`src/rtl/hough_pkg.sv`:
```
// rtl/hough_pkg.sv - shared constants and state type for the UART frame receiver
package hough_pkg;

  localparam int IMG_WIDTH      = 1280;
  localparam int IMG_HEIGHT     = 720;
  localparam int PIXEL_BITS     = 24;
  localparam int MEM_DEPTH      = IMG_WIDTH * IMG_HEIGHT;
  localparam int ADDR_WIDTH     = $clog2(MEM_DEPTH);
  localparam int TIMEOUT_CYCLES = 25000;

  localparam logic [7:0] SYNC0 = 8'hAA;
  localparam logic [7:0] SYNC1 = 8'h55;

  typedef enum logic [1:0] {
    S_SYNC0 = 2'd0,
    S_SYNC1 = 2'd1,
    S_PIXEL = 2'd2
  } rx_state_t;

endpackage

```
`src/rtl/rx_watchdog.sv`:
```
// rtl/rx_watchdog.sv - idle-cycle counter with a one-cycle expire pulse at the terminal count
module rx_watchdog #(
  parameter  int TERMINAL_COUNT = 25000,
  localparam int CW             = $clog2(TERMINAL_COUNT + 1)
) (
  input  logic clk_i,
  input  logic rst_i,
  input  logic clear_i,
  input  logic enable_i,
  output logic expire_o
);

  logic [CW-1:0] count_q;
  logic [CW-1:0] count_d;

  // A clear in the same cycle as the threshold suppresses the expiry.
  assign expire_o = enable_i && !clear_i && (count_q == CW'(TERMINAL_COUNT - 1));

  always_comb begin
    count_d = count_q + CW'(1);
    if (clear_i || !enable_i || expire_o) begin
      count_d = '0;
    end
  end

  always_ff @(posedge clk_i or posedge rst_i) begin
    if (rst_i) begin
      count_q <= '0;
    end else begin
      count_q <= count_d;
    end
  end

endmodule

```
`src/rtl/uart_frame_receiver.sv`:
```
// rtl/uart_frame_receiver.sv - sync-marker detect and B,G,R pixel assembly into frame-buffer writes
module uart_frame_receiver #(
  parameter  int IMG_WIDTH      = hough_pkg::IMG_WIDTH,
  parameter  int IMG_HEIGHT     = hough_pkg::IMG_HEIGHT,
  parameter  int TIMEOUT_CYCLES = hough_pkg::TIMEOUT_CYCLES,
  localparam int MEM_DEPTH      = IMG_WIDTH * IMG_HEIGHT,
  localparam int ADDR_WIDTH     = $clog2(MEM_DEPTH)
) (
  input  logic                            clk,
  input  logic                            reset,
  input  logic                            enable,
  input  logic                            rx_valid,
  input  logic [7:0]                      rx_byte,
  output logic                            fb_wr_en,
  output logic [ADDR_WIDTH-1:0]           fb_wr_addr,
  output logic [hough_pkg::PIXEL_BITS-1:0] fb_wr_data,
  output logic                            busy,
  output logic                            frame_done,
  output logic                            frame_error,
  output logic [ADDR_WIDTH-1:0]           pixel_count
);

  import hough_pkg::*;

  localparam logic [ADDR_WIDTH-1:0] LAST_ADDR = ADDR_WIDTH'(MEM_DEPTH - 1);

  rx_state_t                  state_q, state_d;
  logic [1:0]                 phase_q, phase_d;
  logic [7:0]                 b_q, b_d;
  logic [7:0]                 g_q, g_d;
  logic                       fb_wr_en_q, fb_wr_en_d;
  logic [ADDR_WIDTH-1:0]      fb_wr_addr_q, fb_wr_addr_d;
  logic [PIXEL_BITS-1:0]      fb_wr_data_q, fb_wr_data_d;
  logic                       busy_q, busy_d;
  logic                       frame_done_q, frame_done_d;
  logic                       frame_error_q, frame_error_d;
  logic [ADDR_WIDTH-1:0]      pixel_count_q, pixel_count_d;
  logic                       expire;

  rx_watchdog #(
    .TERMINAL_COUNT(TIMEOUT_CYCLES)
  ) u_watchdog (
    .clk_i    (clk),
    .rst_i    (reset),
    .clear_i  (rx_valid),
    .enable_i (state_q != S_SYNC0),
    .expire_o (expire)
  );

  always_comb begin
    state_d       = state_q;
    phase_d       = phase_q;
    b_d           = b_q;
    g_d           = g_q;
    fb_wr_en_d    = 1'b0;
    fb_wr_addr_d  = fb_wr_addr_q;
    fb_wr_data_d  = fb_wr_data_q;
    frame_done_d  = 1'b0;
    frame_error_d = 1'b0;
    pixel_count_d = pixel_count_q;
    busy_d        = (state_q != S_SYNC0);

    case (state_q)
      S_SYNC0: begin
        if (rx_valid && enable && (rx_byte == SYNC0)) begin
          state_d = S_SYNC1;
        end
      end

      S_SYNC1: begin
        if (rx_valid) begin
          if (rx_byte == SYNC1) begin
            state_d       = S_PIXEL;
            fb_wr_addr_d  = '0;
            pixel_count_d = '0;
            phase_d       = 2'd0;
          end else if (rx_byte != SYNC0) begin
            state_d = S_SYNC0;
          end
        end else if (expire) begin
          frame_error_d = 1'b1;
          state_d       = S_SYNC0;
          phase_d       = 2'd0;
        end
      end

      S_PIXEL: begin
        if (rx_valid) begin
          case (phase_q)
            2'd0: begin
              b_d     = rx_byte;
              phase_d = 2'd1;
            end
            2'd1: begin
              g_d     = rx_byte;
              phase_d = 2'd2;
            end
            default: begin
              // R completes the pixel straight from the bus, not from a holding register.
              fb_wr_en_d    = 1'b1;
              fb_wr_addr_d  = pixel_count_q;
              fb_wr_data_d  = {rx_byte, g_q, b_q};
              pixel_count_d = pixel_count_q + ADDR_WIDTH'(1);
              phase_d       = 2'd0;
              if (pixel_count_q == LAST_ADDR) begin
                frame_done_d = 1'b1;
                state_d      = S_SYNC0;
              end
            end
          endcase
        end else if (expire) begin
          frame_error_d = 1'b1;
          state_d       = S_SYNC0;
          phase_d       = 2'd0;
        end
      end

      default: begin
        state_d = S_SYNC0;
        phase_d = 2'd0;
      end
    endcase
  end

  always_ff @(posedge clk or posedge reset) begin
    if (reset) begin
      state_q       <= S_SYNC0;
      phase_q       <= 2'd0;
      b_q           <= '0;
      g_q           <= '0;
      fb_wr_en_q    <= 1'b0;
      fb_wr_addr_q  <= '0;
      fb_wr_data_q  <= '0;
      busy_q        <= 1'b0;
      frame_done_q  <= 1'b0;
      frame_error_q <= 1'b0;
      pixel_count_q <= '0;
    end else begin
      state_q       <= state_d;
      phase_q       <= phase_d;
      b_q           <= b_d;
      g_q           <= g_d;
      fb_wr_en_q    <= fb_wr_en_d;
      fb_wr_addr_q  <= fb_wr_addr_d;
      fb_wr_data_q  <= fb_wr_data_d;
      busy_q        <= busy_d;
      frame_done_q  <= frame_done_d;
      frame_error_q <= frame_error_d;
      pixel_count_q <= pixel_count_d;
    end
  end

  assign fb_wr_en    = fb_wr_en_q;
  assign fb_wr_addr  = fb_wr_addr_q;
  assign fb_wr_data  = fb_wr_data_q;
  assign busy        = busy_q;
  assign frame_done  = frame_done_q;
  assign frame_error = frame_error_q;
  assign pixel_count = pixel_count_q;

endmodule

```
`config.mk`:
```
export PLATFORM = sky130hd
export DESIGN_NAME = uart_frame_receiver
export DESIGN_NICKNAME = d
export VERILOG_FILES = /design/src/rtl/hough_pkg.sv /design/src/rtl/rx_watchdog.sv /design/src/rtl/uart_frame_receiver.sv
export SDC_FILE = /design/constraint.sdc
export NUM_CORES = 1
export LEC_CHECK = 0
export CAP_MARGIN = 15
export CORE_ASPECT_RATIO = 0.7
export CORE_MARGIN = 3
export CORE_UTILIZATION = 48
export DETAILED_ROUTE_END_ITERATION = 10
export GPL_TIMING_DRIVEN = 0
export PLACE_DENSITY = 0.76
export SYNTH_ARGS = -nofsm -noshare
export SYNTH_HDL_FRONTEND = slang
export SYNTH_HIERARCHICAL = 1
export SYNTH_SLANG_ARGS = --single-unit
```
`constraint.sdc`:
```
create_clock -name clk -period 2.7 [get_ports clk]
set_input_delay 0.54 -clock clk [delete_from_list [all_inputs] [get_ports clk]]
set_output_delay 0.54 -clock clk [all_outputs]
set_load 0.03 [all_outputs]
```
==> impl_metrics.ini, run 1 <==
[outcome]
outcome = finished clean

[synth]
synth_edf_count = 0
yosysWarnings = 6
yosys.cell_types.count = 51
synthCells = 424
async_flop_share_pct = 100
synth_area_leaders = dfrtp_1, mux2_2, nand2_1, nand3_1, xnor2_1
syn_area_per_cell_sq_um = 11.0
yosysSeqAreaShare_pct = 55.3
syn-cell-area_sq_mm = 0.00466
synth_nets = 442
ys_ff_latch = 103
synth_top_area_share_pct = 55.3
ys.flop_type = dfrtp_1
yosysTopAreaCell = dfrtp_1

[timing]
finalCriticalPeriod_ns = 2.52
slew_headroom_pct = 56.0
fin_setup_tns_ns = 0
finalSetupViolCount = 0
fin_crit_sh_pct = 93.3
hold-worst-slack_ns = 0.467
final.setup.worst_slack_ns = 0.181
drv_slew = 0
finalHoldViolCount = 0
fmax_mhz = 397
fin_skew_ns = 0.00681
tightestPinTransition_ns = 0.658

[critical_path]
critPathRequiredTime_ns = 2.90
crit_path_top_delay_cell = clkdlybuf4s50_1
arrival_ns = 2.72
crit_family = simple AND/OR/NAND/NOR gates
path_cells = clkdlybuf4s50_1, and4bb_1, a21boi_1, or2_2, clkbuf_1, nor2_1, nor2_1
slowest_delay_ns = 0.57
crit_path_start_kind = input port
endpoint_kind = flop
crit_top_cell = nor2_1
setup.worst_path.class = input port to flop
critical_path.max_fanout = 9
path_buf_inv = 2

[floorplanning]
die_w_um = 124
initial_core_util_pct = 50.3
core_area_sq_mm = 0.00925
die-area_sq_mm = 0.0109
pin_count = 80
die_h_um = 88.4
rows = 29

[placement]
placed_area_sq_mm = 0.00565
portBuffers = 79
routabilityCongestion = 0.849
dp.cells = 629
detailed_place_hpwl_mm = 7.68
dpl_worst_slack_ns = -0.244

[final_layout]
post-route-cell-area_sq_mm = 0.00595
multi_input_area_sq_mm = 0.00196
drive_gt1_share_pct = 14.6
seq_area_sq_mm = 0.00258
nets = 534
syn2layout_area_growth_pct = 27.7
antennaDiodeCount = 0
fin_cells = 645
final_common_cell = dfrtp_1
fill_cells = 737
layout_common_cells = dfrtp_1, clkdlybuf4s50_1, nand2_1

[global_routing]
antenna_found_initial = 0
track_usage_pct = 21.2
grt_max_degree = 37
overflow = 0
first_global_vias = 3644
grt_pass1_wl_mm = 18.1

[clock_tree]
clock-root-buffer = clkbuf_16
clockBufferDepth = 2
worstSkewPairLatency_ns = 0.34
hold_buffers = 0
cts.sinks = 103
cts_repair_resize_count = 0
h-tree-depth = 3
cts_setup_buffers = 0
clk_pin_slew_ns = 0.07
cts_tree = yes
numCtsBuffers = 9

[route]
drt_iter0_drc = 221
remaining_drc_errors = 0
first_pass_iters = 4
vias_per_cell = 5.49
wl_per_cell_um = 16.2
via_count = 3539
routed_wl_mm = 10.5
postRouteAntennaNets = 0

[power_and_ir_drop]
leakage_nw = 2.65
vdd_ir_drop_max_uv = 447
power_density_mw_per_mm2 = 640

[min_path]
hold_class = flop to flop

[flow_run]
drv_cap = 0
-- through the flow --
stage	utilization [%]	total power, mW
CTS	64.1	3.83
global placement	60.6	2.56
detailed placement	61.0	2.60
floorplan	-	2.35
global route	64.3	4.04
finish	64.3	3.81
-- final timing paths --
check / startpoint / endpoint / slack [ns] / cells past startpoint
worst max-delay path: rx_byte[6] / pixel_count[14] / 0.18 / 7
worst min-delay path: fb_wr_addr[17] / fb_wr_addr[17] / 0.47 / 2
worst max register to register: u_watchdog/count_q[3] / state_q[0] / 0.25 / 6
worst min register to register: fb_wr_addr[17] / fb_wr_addr[17] / 0.47 / 2
max in group asynchronous: reset / fb_wr_addr[4] / 1.53 / 3
min in group asynchronous: reset / fb_wr_addr[14] / 0.63 / 2
-- where the power goes --
group	switching [mW]	total [mW]	internal, mW
sequential	0.0719	1.74	1.66
clock	0.551	1.23	0.676
combinational	0.535	0.844	0.309
total	1.16	3.81	2.65
-- tightest hold or removal path, delay by kind of cell, from the launching register on --
kind / cells / cell delay, ns
simple gates: 2 / 0.09
flops: 1 / 0.34
-- metal layers --
| metal | GRT usage [%] | vias up | wire length, um |
|---|---|---|---|
| li1 | - | 1674 | - |
| met1 | 28.7 | 1765 | 4720 |
| met2 | 34.5 | 90 | 5100 |
| met3 | 4.92 | 10 | 555 |
| met4 | 6.23 | 0 | 99 |
| met5 | 0 | - | 0 |
-- cells by family (layout without fill, tap and decap cells) --
logic type | count (synthesis) | after routing | synth area share, %
and+or+nand+nor | 188 | 188 | 21.3
DFF | 103 | 103 | 55.3
muxes | 40 | 40 | 9.67
AOI/OAI and AO/OA | 36 | 36 | 5.37
buffers and inverters | 30 | 127 | 2.74
xor gates and xnor gates | 21 | 21 | 3.95
adders and majority gates | 6 | 6 | 1.61
-- final cells by class --
type / instances / area share (%)
sequential: 103 / 43.3
clock inverter: 4 / 0.505
clock buffer: 12 / 4.31
multi-input combinational: 291 / 33.0
timing repair buffer: 81 / 14.0
inverter: 11 / 0.757
tap: 124 / 2.61
buffer: 19 / 1.49
-- flip-flops by register name (all words and copies together), names as in the netlist --
register / cells
frame_error: 1
fb_wr_data: 24
fb_wr_en: 1
g_q: 8
state_q: 2
fb_wr_addr: 20
phase_q: 2
pixel_count: 20
u_watchdog/count_q: 15
b_q: 8
frame_done: 1
busy: 1
-- synthesized netlist by cell type, drive strengths merged, types with 2 or more instances --
cell type	instances
dfrtp	103
nand2	58
mux2	40
nand3	32
nor2	28
xnor2	18
clkbuf	15
and2	12
nand4	12
inv	11
o21ai	11
nor4	9
ha	6
nor3	6
o31ai	6
and3	4
buf	4
a21oi	3
nor2b	3
nor3b	3
nor4bb	3
or2	3
or3	3
or4	3
xor2	3
a32o	2
and4bb	2
nand2b	2
o21a	2
o41ai	2
Power figures use the tool's default switching activity.
==> inputs of run 2 (changes only) <==
Settings changed: CORE_UTILIZATION 48 to 57, CTS_CLUSTER_DIAMETER set to 30, DONT_BUFFER_PORTS set to 1, PLACE_DENSITY 0.76 to 0.75, RECOVER_POWER set to 25.
==> impl_metrics.ini, run 2 (synthesized netlist as in run 1, its figures left out) <==
[clock_tree]
worstSkewPairLatency_ns = 0.34
cts_setup_buffers = 0
clk_pin_slew_ns = 0.07
numCtsBuffers = 9
clock-root-buffer = clkbuf_16
h-tree-depth = 3
clockBufferDepth = 2
cts_tree = yes
cts.sinks = 103

[critical_path]
endpoint_kind = flop
path_cells = ha_1, nand3_1, or3_4, or3_4, a221oi_1, o22ai_1
setup.worst_path.class = flop to flop
crit_path_top_delay_cell = dfrtp_1
path_buf_inv = 0
critical_path.max_fanout = 7
slowest_delay_ns = 0.62
arrival_ns = 2.76
crit_path_start_kind = flop
crit_family = simple AND/OR/NAND/NOR gates
critPathRequiredTime_ns = 2.92
crit_top_cell = or3_4

[power_and_ir_drop]
p_sw_share_pct = 31.4
vdd_ir_drop_max_uv = 622
p_total_mw = 3.73
internal-power_mw = 2.56
power_switching_mw = 1.17
p_comb_share_pct = 20.2
power_density_mw_per_mm2 = 729
seqPwrFrac_pct = 47.8
clkPwrFrac_pct = 32.1
leakage_nw = 2.38

[timing]
drv_slew = 0
fmax_mhz = 394
finalSetupViolCount = 0
fin_setup_tns_ns = 0
fin_crit_sh_pct = 94.1
slew_headroom_pct = 33.0
hold-worst-slack_ns = 0.139
finalCriticalPeriod_ns = 2.54
rsz0062_at_grt = no
fin_skew_ns = 0.00840
finalHoldViolCount = 0
tightestPinTransition_ns = 1.01
final.setup.worst_slack_ns = 0.159

[final_layout]
fill_cells = 590
multi_input_area_sq_mm = 0.00196
largest_reg_flops = 24
drive_gt1_share_pct = 17.3
nets = 457
finish.utilization_pct = 67.2
layout_common_cells = dfrtp_1, nand2_1, mux2_2
syn2layout_area_growth_pct = 9.75
antennaDiodeCount = 0
final_common_cell = dfrtp_1
seq_area_sq_mm = 0.00258
fin_cells = 542
post-route-cell-area_sq_mm = 0.00511

[route]
first_pass_iters = 4
drt_iter0_drc = 285
remaining_drc_errors = 0
via_count = 3205
postRouteAntennaNets = 0
wl_per_cell_um = 18.1
vias_per_cell = 5.91
routed_wl_mm = 9.80

[floorplanning]
die_w_um = 114
die_h_um = 81.6
initial_core_util_pct = 61.2
pin_count = 80
core_area_sq_mm = 0.00761
rows = 26
die-area_sq_mm = 0.00931

[global_routing]
grt_max_degree = 44
grt_pass1_wl_mm = 16.5
track_usage_pct = 22.8
first_global_vias = 3240
antenna_found_initial = 0
overflow = 0

[flow_run]
drv_cap = 0

[placement]
dp.cells = 525
portBuffers = 0
routabilityCongestion = 0.866
placed_area_sq_mm = 0.00485
detailed_place_hpwl_mm = 7.01
dpl_worst_slack_ns = 0.111

[outcome]
outcome = finished clean

[min_path]
hold_class = input port to async pin
-- run 2: timing repair --
| action | 4_1_cts | 5_1_grt |
|---|---|---|
| gates resized for setup | 0 | 4 |
| hold endpoints to repair | 1 | 0 |
| hold buffers | 1 | 0 |
| setup endpoints to repair | 0 | 11 |
-- run 2: worst register-to-register path: cells and delay by family, from the launching register on --
family	cells	cell delay, ns
flops	1	0.62
simple gates	3	1.06
fa+ha+maj	1	0.29
compound gates	2	0.45
-- run 2: routing by layer --
| layer | vias up | GRT usage, % | wire, um |
|---|---|---|---|
| li1 | 1515 | - | - |
| met1 | 1589 | 32.4 | 4600 |
| met2 | 93 | 34.8 | 4430 |
| met3 | 8 | 6.55 | 688 |
| met4 | 0 | 6.05 | 86 |
| met5 | - | 0 | 0 |
-- run 2: final timing paths --
check / from / to / slack, ns / cells after the start
max: pixel_count[0] / state_q[1] / 0.16 / 6
min: reset / u_watchdog/count_q[12] / 0.14 / 1
max reg2reg: pixel_count[0] / state_q[1] / 0.16 / 6
min reg2reg: u_watchdog/count_q[0] / u_watchdog/count_q[0] / 0.48 / 1
max in group asynchronous: reset / fb_wr_addr[9] / 0.35 / 5
min in group clk: rx_valid / frame_error / 0.26 / 1
-- run 2: cell type report --
cell class / count / share of cell area (%)
Clock buffer: 10 / 4.48
Clock inverter: 6 / 0.906
Tap cell: 98 / 2.40
Multi-Input combinational cell: 291 / 38.3
Buffer: 19 / 1.71
Timing Repair Buffer: 4 / 0.930
Inverter: 11 / 0.832
Sequential cell: 103 / 50.4
-- run 2: power groups by stage --
stage	Combinational [mW]	Clock, mW	Sequential [mW]
2_1_floorplan	0.573	0	1.78
3_3_place_gp	0.718	0	1.80
3_5_place_dp	0.752	0	1.81
4_1_cts	0.760	1.22	1.78
5_1_grt	0.849	1.30	1.80
6_report	0.752	1.20	1.78
